## config.mk

```make
export PLATFORM = sky130hd
export DESIGN_NAME = disp_data_driver_mc
export DESIGN_NICKNAME = d
export VERILOG_FILES = /design/src/rtl/disp_pkg.sv /design/src/rtl/disp_cmd_fifo.sv /design/src/rtl/disp_data_driver_mc.sv
export SDC_FILE = /design/constraint.sdc
export NUM_CORES = 1
export LEC_CHECK = 0
export CORE_MARGIN = 1
export CORE_UTILIZATION = 46
export CTS_CLUSTER_DIAMETER = 150
export DETAILED_ROUTE_END_ITERATION = 16
export HOLD_SLACK_MARGIN = 0.02
export PLACE_DENSITY = 0.8
export SLEW_MARGIN = 20
export SYNTH_ARGS = -nofsm -noshare
export SYNTH_HDL_FRONTEND = slang
export SYNTH_SLANG_ARGS = --single-unit
export TNS_END_PERCENT = 20
```

## constraint.sdc

```tcl
create_clock -name CLK -period 3 [get_ports CLK]
set_clock_uncertainty 0.15 [all_clocks]
set_input_delay 0.6 -clock CLK [delete_from_list [all_inputs] [get_ports CLK]]
set_output_delay 0.6 -clock CLK [all_outputs]
set_load 0.02 [all_outputs]
```

## src/rtl/disp_pkg.sv

```systemverilog
`default_nettype none
// +----------------------------------------------------------------------+
// | Package : disp_pkg                                                   |
// | Shared state encoding and sizing helpers for the dispatch driver.    |
// | Revision: 1.0                                                        |
// +----------------------------------------------------------------------+
package disp_pkg;

  typedef enum logic [0:0] {
    DISP_IDLE   = 1'b0,
    DISP_STREAM = 1'b1
  } disp_state_e;

  // Ceiling log2, floored at 1 so a single channel still gets a 1-bit select.
  function automatic int disp_clog2(input int n);
    int r;
    r = 0;
    while ((1 << r) < n) r++;
    return (r < 1) ? 1 : r;
  endfunction

  function automatic int disp_cmd_width(input int len_w, input int chan_w);
    return len_w + chan_w;
  endfunction

endpackage
`default_nettype wire

```

## src/rtl/disp_cmd_fifo.sv

```systemverilog
`default_nettype none
// +----------------------------------------------------------------------+
// | Module  : disp_cmd_fifo                                              |
// | Synchronous first-word-fall-through command FIFO.                    |
// | Revision: 1.0                                                        |
// +----------------------------------------------------------------------+
module disp_cmd_fifo
  import disp_pkg::*;
#(
  parameter int Depth = 4,
  parameter int Width = 18
) (
  input  logic             CLK,
  input  logic             RESET,
  input  logic             push,
  input  logic             pop,
  input  logic [Width-1:0] din,
  output logic [Width-1:0] dout,
  output logic             full,
  output logic             empty
);

  localparam int c_addr_w = disp_clog2(Depth);
  localparam logic [c_addr_w:0] c_ptr_one = (c_addr_w + 1)'(1);

  logic [Width-1:0]  r_mem [Depth];
  logic [c_addr_w:0] r_wptr;
  logic [c_addr_w:0] r_rptr;
  logic              w_wr;
  logic              w_rd;

  assign w_wr = push && !full;
  assign w_rd = pop && !empty;

  always_ff @(posedge CLK) begin
    if (RESET) begin
      r_wptr <= '0;
      r_rptr <= '0;
    end else begin
      if (w_wr) r_wptr <= r_wptr + c_ptr_one;
      if (w_rd) r_rptr <= r_rptr + c_ptr_one;
    end
  end

  always_ff @(posedge CLK) begin
    if (w_wr) r_mem[r_wptr[c_addr_w-1:0]] <= din;
  end

  // Extra pointer bit distinguishes full from empty when the indices match.
  assign empty = (r_wptr == r_rptr);
  assign full  = (r_wptr[c_addr_w] != r_rptr[c_addr_w]) &&
                 (r_wptr[c_addr_w-1:0] == r_rptr[c_addr_w-1:0]);
  assign dout  = r_mem[r_rptr[c_addr_w-1:0]];

endmodule
`default_nettype wire

```

## src/rtl/disp_data_driver_mc.sv

```systemverilog
`default_nettype none
// +----------------------------------------------------------------------+
// | Module  : disp_data_driver_mc                                        |
// | Command-queued multi-channel dispatch driver. DISP_BEAT_CNT_EN adds  |
// | BEATCNT and CMDDROP outputs.                                         |
// | Revision: 1.0                                                        |
// +----------------------------------------------------------------------+
module disp_data_driver_mc
  import disp_pkg::*;
#(
  parameter  int DataWidth   = 32,
  parameter  int LengthWidth = 16,
  parameter  int NumChannels = 4,
  parameter  int CmdDepth    = 4,
  localparam int ChanWidth   = disp_clog2(NumChannels)
) (
  input  logic                             CLK,
  input  logic                             RESET,
  input  logic [LengthWidth-1:0]           SRCLEN,
  input  logic [ChanWidth-1:0]             SRCCHAN,
  input  logic                             SRCVALID,
  output logic                             SRCREADY,
  input  logic [NumChannels*DataWidth-1:0] DATA,
  input  logic [NumChannels-1:0]           DVALID,
  output logic [NumChannels-1:0]           DREADY,
  output logic [DataWidth-1:0]             XDATA,
  output logic                             XDVALID,
  input  logic                             XDREADY,
  output logic                             XDLAST,
  output logic [ChanWidth-1:0]             XCHAN,
  output logic                             BUSY
`ifdef DISP_BEAT_CNT_EN
  ,
  output logic [31:0]                      BEATCNT,
  output logic                             CMDDROP
`endif
);

  localparam int c_cmd_w = disp_cmd_width(LengthWidth, ChanWidth);
  localparam logic [LengthWidth-1:0] c_len_one = LengthWidth'(1);

  disp_state_e            r_state;
  disp_state_e            w_state_nxt;
  logic [LengthWidth-1:0] r_count;
  logic [LengthWidth-1:0] r_len;
  logic [ChanWidth-1:0]   r_chan;

  logic [c_cmd_w-1:0]     w_fifo_dout;
  logic [LengthWidth-1:0] w_head_len;
  logic [ChanWidth-1:0]   w_head_chan;
  logic                   w_full;
  logic                   w_empty;
  logic                   w_push;
  logic                   w_pop;
  logic                   w_cmd_ok;
  logic                   w_cmd_acc;
  logic                   w_stream;
  logic                   w_beat;
  logic                   w_last;
  logic                   w_xdvalid;
  logic [DataWidth-1:0]   w_chan_data [NumChannels];

  // Zero-length and out-of-range commands are handshaken but never queued.
  assign w_cmd_ok  = (SRCLEN != '0) && (int'(SRCCHAN) < NumChannels);
  assign w_cmd_acc = SRCVALID && SRCREADY;
  assign w_push    = w_cmd_acc && w_cmd_ok;

  disp_cmd_fifo #(
    .Depth (CmdDepth),
    .Width (c_cmd_w)
  ) u_cmd_fifo (
    .CLK   (CLK),
    .RESET (RESET),
    .push  (w_push),
    .pop   (w_pop),
    .din   ({SRCLEN, SRCCHAN}),
    .dout  (w_fifo_dout),
    .full  (w_full),
    .empty (w_empty)
  );

  assign {w_head_len, w_head_chan} = w_fifo_dout;

  assign w_stream = (r_state == DISP_STREAM);
  assign w_beat   = w_stream && DVALID[r_chan] && XDREADY;
  assign w_last   = (r_count == r_len);

  always_ff @(posedge CLK) begin
    if (RESET) r_state <= DISP_IDLE;
    else       r_state <= w_state_nxt;
  end

  // Popping on the final beat reloads the next command with no idle cycle.
  always_comb begin
    w_state_nxt = r_state;
    w_pop       = 1'b0;
    case (r_state)
      DISP_IDLE: begin
        if (!w_empty) begin
          w_pop       = 1'b1;
          w_state_nxt = DISP_STREAM;
        end
      end
      DISP_STREAM: begin
        if (w_beat && w_last) begin
          if (!w_empty) w_pop       = 1'b1;
          else          w_state_nxt = DISP_IDLE;
        end
      end
      default: w_state_nxt = DISP_IDLE;
    endcase
  end

  always_ff @(posedge CLK) begin
    if (RESET) begin
      r_count <= '0;
      r_len   <= '0;
      r_chan  <= '0;
    end else if (w_pop) begin
      r_count <= '0;
      r_len   <= w_head_len - c_len_one;
      r_chan  <= w_head_chan;
    end else if (w_beat) begin
      r_count <= r_count + c_len_one;
    end
  end

  for (genvar g = 0; g < NumChannels; g++) begin : g_chan
    assign w_chan_data[g] = DATA[g*DataWidth +: DataWidth];
    assign DREADY[g]      = w_stream && (r_chan == ChanWidth'(g)) && XDREADY && !RESET;
  end

  assign w_xdvalid = w_stream && DVALID[r_chan] && !RESET;
  assign XDVALID   = w_xdvalid;
  assign XDATA     = w_xdvalid ? w_chan_data[r_chan] : '0;
  assign XDLAST    = w_stream && w_last && !RESET;
  assign XCHAN     = RESET ? '0 : r_chan;
  assign BUSY      = (w_stream || !w_empty) && !RESET;
  assign SRCREADY  = !w_full && !RESET;

`ifdef DISP_BEAT_CNT_EN
  logic [31:0] r_beatcnt;
  logic        r_cmddrop;

  always_ff @(posedge CLK) begin
    if (RESET) begin
      r_beatcnt <= '0;
      r_cmddrop <= 1'b0;
    end else begin
      if (w_beat)                r_beatcnt <= r_beatcnt + 32'd1;
      if (w_cmd_acc && !w_cmd_ok) r_cmddrop <= 1'b1;
    end
  end

  assign BEATCNT = r_beatcnt;
  assign CMDDROP = r_cmddrop;
`else
  // Beat counter and drop flag are not built in this configuration.
`endif

endmodule
`default_nettype wire

```

==> out/qor.csv <==
stage,metric,value,unit
outcome,status,"finished, final reports clean",
place,dpl hpwl,12200,µm
clocking,# H-tree levels,4,
clocking,CTS Buf Count,17,
logic_synthesis,largest family of logic cells by synthesized area,multiplexers,
critical_path,beginning of the critical path,RESET,
logic_synthesis,Synth Area in XOR/XNOR,7.25,%
critical_path,internal reg-to-reg setup slack,0.31,ns
power,static leakage,3.17,nW
logic_synthesis,Synth Instances,433,
global_route,GRT Residual Overflow,0,
timing,"Hold Vio Cnt, Final",0,
logic_synthesis,post-synthesis mux area share,20.5,%
min_path,worst min path class,reg -> reg,
logic_synthesis,Seq cells post-synth,115,
detailed_routing,final WL,16100,µm
detailed_routing,DRT iter0 DRCs,241,
detailed_routing,via count,4376,
job,MaxCap Viol Count,0,
global_route,first-pass GRT wire length,23900,µm
timing,final max-slew violation count,0,
global_route,All-Layer GR Usage,24.7,%
power,peak supply drop,517,µV
clocking,CTS Root Cell,clkbuf_16,
logic_synthesis,Synth Area in Compound Gates,3.23,%
critical_path,CP top delay family,buffers and inverters,
clocking,Clock Path Buffers,2,
critical_path,CP max stage cell,clkdlybuf4s50_1,
critical_path,kind of critical path,in -> out,
clocking,"Clk Latency, worst-skew pair",0.41,ns
final_layout,number of diodes,0,
power,total power,6.01,mW
logic_synthesis,Post-synth EDFFs,72,
critical_path,Crit Reg-Reg Endpoint,r_len[8],
timing,Slew headroom,70.7,%
logic_synthesis,Ys Warns,0,
clocking,quantity of gates resized following cts,86,
place,GP Congestion,0.806,
final_layout,Final #Nets,803,
logic_synthesis,dominant synthesized flop cell,edfxtp_1,
floorplanning,Die Span X,115,µm
timing,FMAX,334,MHz
detailed_routing,Routed Antenna Nets,0,
detailed_routing,wire length per cell,19.5,µm
logic_synthesis,adder-cell share of the synthesized area,1.48,%
critical_path,CP Depth,4,
floorplanning,# IOs,196,
final_layout,"commonest non-fill, non-tap cells in the layout","clkdlybuf4s50_1 (157), edfxtp_1 (72), nor2_1 (47)",
timing,Final WS setup,0.00623,ns
global_route,largest net degree at the start of global routing,39,
floorplanning,row count,41,
clocking,"CTS clk-pin slew, worst paths",0.05,ns
detailed_routing,vias per inst,5.29,
timing,Slew @ Worst Pin,0.439,ns
final_layout,# fillers,863,
detailed_routing,Post-route DRC,0,
power,pwr/cell area,695,mW/mm²
timing,final setup fails,0,
logic_synthesis,Post-synth ARST share,0,%
critical_path,nature of the critical path startpoint,input pin,
clocking,# clock sinks,115,
final_layout,Area Growth Syn to Fin,46.1,%
floorplanning,Die ar.,0.0133,mm²
place,dpl ws,-0.245,ns
clocking,post-CTS setup buffers,0,
global_route,vias in the first global route,4345,
critical_path,crit path buf inv count,3,
critical_path,"slowest stage delay, CP",0.70,ns
critical_path,Reg2Reg Depth,10,
critical_path,cell mode on critical path,clkdlybuf4s50_1,
detailed_routing,Pre-antenna DRT Iters,4,
logic_synthesis,synthesized area per cell,13.7,µm²
critical_path,Crit path required time,2.25,ns
logic_synthesis,sequential share of the synthesized area,51.0,%
global_route,initial antenna violation count,1,
timing,Period minus WS final,2.99,ns
clocking,TritonCTS clock tree,built,
critical_path,critical path endpoint,SRCREADY,
floorplanning,chip height,115,µm
logic_synthesis,Synth Area in Simple Gates,13.9,%
logic_synthesis,synthesized area,0.00592,mm²
logic_synthesis,syn_nets,594,
critical_path,crit path max fanout,11,
timing,fin crit share,99.8,%
floorplanning,core area,0.0126,mm²
logic_synthesis,synth unique cells,46,
floorplanning,Starting Density,47.1,%
place,number of port buffers,195,
critical_path,crit-path cells,"clkdlybuf4s50_1, buf_12, a31oi_1, clkdlybuf4s50_1",
final_layout,"commonest non-fill, non-tap cell in the layout",clkdlybuf4s50_1,
clocking,hold_buf cts,0,
final_layout,share of layout cells above drive strength 1,21.8,%
timing,RSZ-0062 raised after global routing,true,
critical_path,Crit path arrival time,2.24,ns
critical_path,Crit. End Element,output port,
-- cells in the mapped netlist, types with 5 or more instances --
cell type	count	area, µm²
clkbuf_1	15	56.3
nand2_1	11	41.3
mux4_2	45	1010
nor4_1	9	56.3
and3_1	10	62.6
nand4_1	5	31.3
dfxtp_1	43	861
mux4_1	6	158
nand3_1	7	35.0
xnor2_1	16	140
buf_2	5	25.0
ha_1	7	87.6
a211oi_1	12	90.1
edfxtp_1	72	2160
inv_1	7	26.3
and2_1	5	31.3
xor2_1	33	289
nor2b_1	34	213
nor2_1	47	176
-- tightest hold or removal path, delay by kind of cell, from the launching register on --
family	cells	cell delay, ns
flip-flops	1	0.33
AO/OA/AOI/OAI	1	0.06
AND/OR/NAND/NOR	1	0.07
-- registers in the layout (all words and copies together) (netlist names), named ones only --
register / flops
r_len: 16
r_chan: 2
u_cmd_fifo.r_mem: 72
r_count: 16
r_state: 1
u_cmd_fifo.r_wptr: 3
u_cmd_fifo.r_rptr: 3
-- area by class of cell --
type                            count  area (µm²)  share of cell area, %
Multi-Input combinational cell    284        2760                   31.9
Tap cell                          172         215                   2.49
Timing Repair Buffer              217        2070                   23.9
Sequential cell                   115        3030                   35.0
Clock buffer                       17         425                   4.92
Inverter                            7        26.3                  0.304
Clock inverter                     15         133                   1.53
-- worst min path at each step --
stage | start | end | cells past startpoint
6_report | r_count[1] | r_count[1] | 2
4_1_cts | r_count[1] | r_count[1] | 2
5_1_grt | r_count[1] | r_count[1] | 2
3_5_place_dp | r_count[1] | r_count[1] | 2
2_1_floorplan | r_count[1] | r_count[1] | 2
3_3_place_gp | r_count[1] | r_count[1] | 2
-- routing by layer --
layer  part of all wire (%)  GRT usage, %  routed length, µm
met5                      0             0                  0
met2                     51          40.4               8250
met4                    1.4          7.62                223
met1                     41          31.7               6620
met3                    6.5          7.37               1060
-- power by group --
part	total, mW	switching (mW)	internal [mW]
combinational	2.13	1.02	1.12
sequential	1.99	0.140	1.85
clock	1.89	0.748	1.14
-- per-stage QoR --
step | cells | hold slack (ns) | util, % | setup TNS (ns) | area [µm²]
floorplan | 433 | 0.323 | - | 0 | 5920
global placement | 795 | 0.344 | 65.5 | -5.53 | 8230
detailed placement | 795 | 0.351 | 65.5 | -7.62 | 8230
CTS | 827 | 0.359 | 70.1 | -0.00725 | 8810
global route | 827 | 0.377 | 68.8 | -0.0240 | 8650
finish | 827 | 0.359 | 68.8 | 0 | 8650
-- logic make-up (layout without fill, tap and decap cells) --
family	count (synthesis)	after routing
mux	55	55
fa+ha+maj	7	7
buf+inv	34	256
flops	115	115
compound gates	26	26
xor+xnor	49	49
simple gates	147	147
Power figures use the tool's default switching activity.
